$ cat src/rtl/sd_audio_pkg.sv
// Shared types and width helpers for the sigma-delta audio mixer.
package sd_audio_pkg;

    typedef enum logic [1:0] {
        ST_IDLE,
        ST_ACC,
        ST_LOAD
    } state_e;

    function automatic int dw_f(input int w);
        return w + 1;
    endfunction

    function automatic int accw_f(input int w, input int vw, input int nch);
        return w + vw + $clog2(nch);
    endfunction

endpackage

$ cat src/rtl/sd_dac_1st.sv
// First-order sigma-delta modulator; the carry out of the phase
// accumulator is the output bit.
module sd_dac_1st
    import sd_audio_pkg::*;
#(
    parameter int DW = 9
) (
    input  logic          Clk,
    input  logic          Reset,
    input  logic [DW-1:0] din,
    output logic          dout
);

    localparam logic [DW:0] ACC_RST = (DW+1)'(2 ** (DW - 1));

    logic [DW:0] acc_q;
    logic [DW:0] acc_d;

    assign acc_d = {1'b0, acc_q[DW-1:0]} + {1'b0, din};

    // The top bit of the registered sum doubles as the output register.
    assign dout = acc_q[DW];

    always_ff @(posedge Clk or posedge Reset) begin
        if (Reset) begin
            acc_q <= ACC_RST;
        end else begin
            acc_q <= acc_d;
        end
    end

endmodule

$ cat src/rtl/sd_audio_mixer.sv
// Sequential multi-channel volume mixer feeding a stereo pair of
// sigma-delta DACs.
module sd_audio_mixer
    import sd_audio_pkg::*;
#(
    parameter int NCH = 4,
    parameter int W   = 8,
    parameter int VW  = 4
) (
    input  logic            Clk,
    input  logic            Reset,
    input  logic            sample_stb,
    input  logic [NCH*W-1:0]  ch_data,
    input  logic [NCH*VW-1:0] vol_l,
    input  logic [NCH*VW-1:0] vol_r,
    output logic            busy,
    output logic            sample_done,
    output logic            overrun,
    output logic            audio_left,
    output logic            audio_right
);

    localparam int DW  = dw_f(W);
    localparam int PW  = W + VW;
    localparam int AW  = accw_f(W, VW, NCH);
    localparam int IW  = (NCH > 1) ? $clog2(NCH) : 1;
    localparam int NP  = 2 ** IW;
    localparam logic [AW-1:0] SAT  = AW'((2 ** DW) - 1);
    localparam logic [IW-1:0] LAST = IW'(NCH - 1);

    state_e              state_q;
    logic [IW-1:0]       idx_q;
    logic [NP*W-1:0]     ch_q;
    logic [NP*VW-1:0]    vl_q;
    logic [NP*VW-1:0]    vr_q;
    logic [AW-1:0]       acc_l_q;
    logic [AW-1:0]       acc_r_q;
    logic [DW-1:0]       held_l_q;
    logic [DW-1:0]       held_r_q;
    logic                busy_q;
    logic                done_q;
    logic                ovr_q;

    logic [W-1:0]        ch_cur;
    logic [VW-1:0]       vl_cur;
    logic [VW-1:0]       vr_cur;
    logic [PW-1:0]       prod_l;
    logic [PW-1:0]       prod_r;
    logic [AW-1:0]       s_l;
    logic [AW-1:0]       s_r;
    logic [DW-1:0]       held_l_d;
    logic [DW-1:0]       held_r_d;

    // Shadows are padded to a power of two so any index stays in range.
    assign ch_cur = ch_q[idx_q*W +: W];
    assign vl_cur = vl_q[idx_q*VW +: VW];
    assign vr_cur = vr_q[idx_q*VW +: VW];
    assign prod_l = PW'(ch_cur) * PW'(vl_cur);
    assign prod_r = PW'(ch_cur) * PW'(vr_cur);

    assign s_l = acc_l_q >> VW;
    assign s_r = acc_r_q >> VW;
    assign held_l_d = (s_l > SAT) ? SAT[DW-1:0] : s_l[DW-1:0];
    assign held_r_d = (s_r > SAT) ? SAT[DW-1:0] : s_r[DW-1:0];

    assign busy        = busy_q;
    assign sample_done = done_q;
    assign overrun     = ovr_q;

    always_ff @(posedge Clk or posedge Reset) begin
        if (Reset) begin
            state_q  <= ST_IDLE;
            idx_q    <= '0;
            ch_q     <= '0;
            vl_q     <= '0;
            vr_q     <= '0;
            acc_l_q  <= '0;
            acc_r_q  <= '0;
            held_l_q <= '0;
            held_r_q <= '0;
            busy_q   <= 1'b0;
            done_q   <= 1'b0;
            ovr_q    <= 1'b0;
        end else begin
            done_q <= 1'b0;
            ovr_q  <= sample_stb && busy_q;
            unique case (state_q)
                ST_IDLE: begin
                    if (sample_stb) begin
                        ch_q    <= (NP*W)'(ch_data);
                        vl_q    <= (NP*VW)'(vol_l);
                        vr_q    <= (NP*VW)'(vol_r);
                        acc_l_q <= '0;
                        acc_r_q <= '0;
                        idx_q   <= '0;
                        busy_q  <= 1'b1;
                        state_q <= ST_ACC;
                    end
                end
                ST_ACC: begin
                    acc_l_q <= acc_l_q + AW'(prod_l);
                    acc_r_q <= acc_r_q + AW'(prod_r);
                    if (idx_q == LAST) begin
                        state_q <= ST_LOAD;
                    end else begin
                        idx_q <= idx_q + 1'b1;
                    end
                end
                ST_LOAD: begin
                    held_l_q <= held_l_d;
                    held_r_q <= held_r_d;
                    done_q   <= 1'b1;
                    busy_q   <= 1'b0;
                    state_q  <= ST_IDLE;
                end
                default: begin
                    busy_q  <= 1'b0;
                    state_q <= ST_IDLE;
                end
            endcase
        end
    end

    sd_dac_1st #(.DW(DW)) u_dac_l (
        .Clk   (Clk),
        .Reset (Reset),
        .din   (held_l_q),
        .dout  (audio_left)
    );

    sd_dac_1st #(.DW(DW)) u_dac_r (
        .Clk   (Clk),
        .Reset (Reset),
        .din   (held_r_q),
        .dout  (audio_right)
    );

endmodule

$ cat config.mk
export PLATFORM = sky130hd
export DESIGN_NAME = sd_audio_mixer
export DESIGN_NICKNAME = d
export VERILOG_FILES = /design/src/rtl/sd_audio_pkg.sv /design/src/rtl/sd_dac_1st.sv /design/src/rtl/sd_audio_mixer.sv
export SDC_FILE = /design/constraint.sdc
export NUM_CORES = 1
export LEC_CHECK = 0
export ABC_AREA = 1
export CAP_MARGIN = 0
export CORE_UTILIZATION = 64
export DETAILED_ROUTE_END_ITERATION = 16
export GPL_ROUTABILITY_DRIVEN = 0
export GPL_TIMING_DRIVEN = 1
export HOLD_SLACK_MARGIN = 0.06
export PLACE_DENSITY = 0.87
export REMOVE_ABC_BUFFERS = 1
export SLEW_MARGIN = 20
export SYNTH_ARGS = -nofsm -noshare
export SYNTH_HDL_FRONTEND = slang
export SYNTH_SLANG_ARGS = --single-unit
$ cat constraint.sdc
create_clock -name Clk -period 13.4 [get_ports Clk]
set_input_delay 2.68 -clock Clk [delete_from_list [all_inputs] [get_ports Clk]]
set_output_delay 2.68 -clock Clk [all_outputs]
set_load 0.005 [all_outputs]
==> metrics.txt <==
status=complete, no violations; layout cells sized above 1=4.58%; vias in the first global route=7660; Max Clock Freq=0.202 GHz; die width=122 microns; RSZ-0062 raised after global routing=no; total number of vias=7742; Std-Cell Rows=43; Worst Clk Skew=0.00607 ns; WS Path Type=reg -> reg; fill count=996; worst-path fanout max=34; total track usage=30.0%; setup TNS=0 ns; max cap viols=0; I/O Buffers=71; number of CTS-inserted buffers=17; CTS tree=yes; die footprint=0.0148 sq mm; # Post-CTS Setup Buffers=0; Placed Area=0.00989 sq mm; clock-pin slew on the worst setup and hold paths=0.06 ns; Routed WL per cell=13.9 microns; Final Util=75.2%; Final nets=1405; Setup crit start kind=flip-flop; Mapped Cells=1171; Synth area leader=dfrtp_1; Post-CTS Hold Fix Bufs=0; Slew Limit Fails=0; CTS root buf=clkbuf_16; Sinks on Clock Net=137; design area=0.0105 sq mm; CP required=13.73 ns; Final Cycle Share=37.0%; synth top area cells=dfrtp_1, nand2_1, fa_1; Main synth FF type=dfrtp_1; first-pass GRT wire length=34.8 mm; CTS Buffer Depth=2; worst slew pin tran=1.01 ns; final worst setup slack=8.45 ns; post-CTS resize count=0; Ys Warns=0; remaining global-route overflow=0; H-tree levels=4; die height=122 microns; synthesized area=0.00914 sq mm; 1st-iter DRT viols=612; CORE AREA=0.0139 sq mm; Synth top area share=37.0%; DRC violations left=0; antenna-violating nets left=0; diodes inserted=0; pre-CTS worst setup slack=8.41 ns; largest net degree at the start of global routing=71; async set-reset flop share out of synthesis=100%; CP endpoint kind=flip-flop; Hold/Removal Path Class=reg -> reg; initial core utilization=65.6%; Post-Route WL=19.8 mm; Pre-antenna DRT Iters=5; post-synthesis sequential area ratio=37.5%; syn_area_per_cell=7.81 sq um; Clock Latency Late Sink=0.43 ns; top cells by count, synth=nand2_1, inv_1, dfrtp_1; post-synth cell types=35; EDFF count, synth=0; Worst Path Arrival=5.28 ns; relative slew slack=32.9%; synth-to-layout area growth=14.6%; initial antenna violation count=0; FF+latch count, synth=137; count leader, synth=nand2_1; average via count per standard cell=5.44; Final setup violation count=0; crit path time final=4.95 ns; post-DP HPWL=13.9 mm; # IOs=72; Hold Vio Cnt, Final=0
[logic make-up after synthesis]
| logic type | synth area share, % |
|---|---|
| flops | 37.5 |
| fa+ha+maj | 18.3 |
| buf+inv | 9.89 |
| compound gates | 7.21 |
| simple gates | 25.5 |
| xor+xnor | 1.63 |
[cells in the final DEF, fill, tap and decap left out, types with 2 or more instances in the layout]
cell type | netlist | routed
a21oi_1 | 49 | 49
a22o_1 | 4 | 4
a32o_1 | 8 | 8
a32o_2 | 5 | 5
buf_4 | 10 | 4
bufinv_16 | 0 | 2
clkbuf_16 | 0 | 17
clkdlybuf4s50_1 | 0 | 71
clkinv_2 | 0 | 4
clkinv_4 | 1 | 3
clkinvlp_4 | 0 | 3
dfrtp_1 | 135 | 135
dfstp_2 | 2 | 2
fa_1 | 44 | 44
ha_1 | 63 | 63
inv_1 | 172 | 171
inv_2 | 7 | 7
inv_6 | 0 | 4
nand2_1 | 395 | 395
nand3_1 | 49 | 49
nand4_1 | 9 | 9
nor2_1 | 121 | 121
o21ai_0 | 21 | 21
o21bai_1 | 4 | 4
o22ai_1 | 13 | 13
or2_1 | 8 | 8
or2_2 | 2 | 2
xnor2_1 | 4 | 4
xor2_1 | 13 | 13
[routing by layer]
| metal | track usage (%) | wire [microns] |
|---|---|---|
| met4 | 12.6 | 491 |
| met1 | 40.0 | 8730 |
| met5 | 0 | 0 |
| met2 | 48.9 | 9570 |
| met3 | 4.61 | 990 |
[registers in the layout, summed over array words and instances (netlist names), 10 cells and up]
signal / flops
acc_l_q: 14
acc_r_q: 14
ch_q: 32
u_dac_l.acc_q: 10
u_dac_r.acc_q: 10
vl_q: 16
vr_q: 16
[path summary, 6_finish.rpt]
kind	slack [ns]	cells past startpoint	from	end
max	8.45	21	idx_q[0]$_DFFE_PP0P_	acc_r_q[13]$_DFFE_PP0P_
min	0.48	1	u_dac_r.acc_q[0]$_DFF_PP0_	u_dac_r.acc_q[0]$_DFF_PP0_
max reg2reg	8.45	21	idx_q[0]$_DFFE_PP0P_	acc_r_q[13]$_DFFE_PP0P_
min reg2reg	0.48	1	u_dac_r.acc_q[0]$_DFF_PP0_	u_dac_r.acc_q[0]$_DFF_PP0_
max in group asynchronous	9.36	3	Reset	u_dac_r.acc_q[7]$_DFF_PP0_
min in group asynchronous	2.70	2	Reset	overrun$_DFF_PP0_
[worst max-delay path, stage by stage, from the launching register on]
cell	delay (ns)
dfrtp_1	0.72
buf_4	0.36
clkinv_4	0.26
nand2_1	0.14
a32o_1	0.43
nor2_1	0.12
fa_1	0.53
fa_1	0.54
inv_1	0.05
fa_1	0.49
inv_1	0.04
ha_1	0.35
nand2_1	0.09
nand2_1	0.08
nand2_1	0.10
nand2_1	0.06
nand2_1	0.06
nand3_1	0.14
nand2_1	0.10
nand2_1	0.06
nand2_1	0.06
inv_1	0.04
[cell type report]
cell class | count | area, sq um | area share [%]
Timing Repair Buffer | 75 | 741 | 7.07
Tap cell | 180 | 225 | 2.15
Clock buffer | 18 | 439 | 4.19
Multi-Input combinational cell | 820 | 4810 | 45.9
Sequential cell | 137 | 3430 | 32.8
Clock inverter | 14 | 146 | 1.40
Inverter | 180 | 686 | 6.55
[through the flow]
stage	instances	hold WS, ns
6_report	1424	0.476
5_1_grt	1424	0.496
4_1_cts	1424	0.479
3_5_place_dp	1392	0.460
3_3_place_gp	1392	0.453
2_1_floorplan	1137	0.443
Power is left out: the tool's default activity adds up to more than one toggle a clock period on the data nets, which glitch-free logic cannot reach.
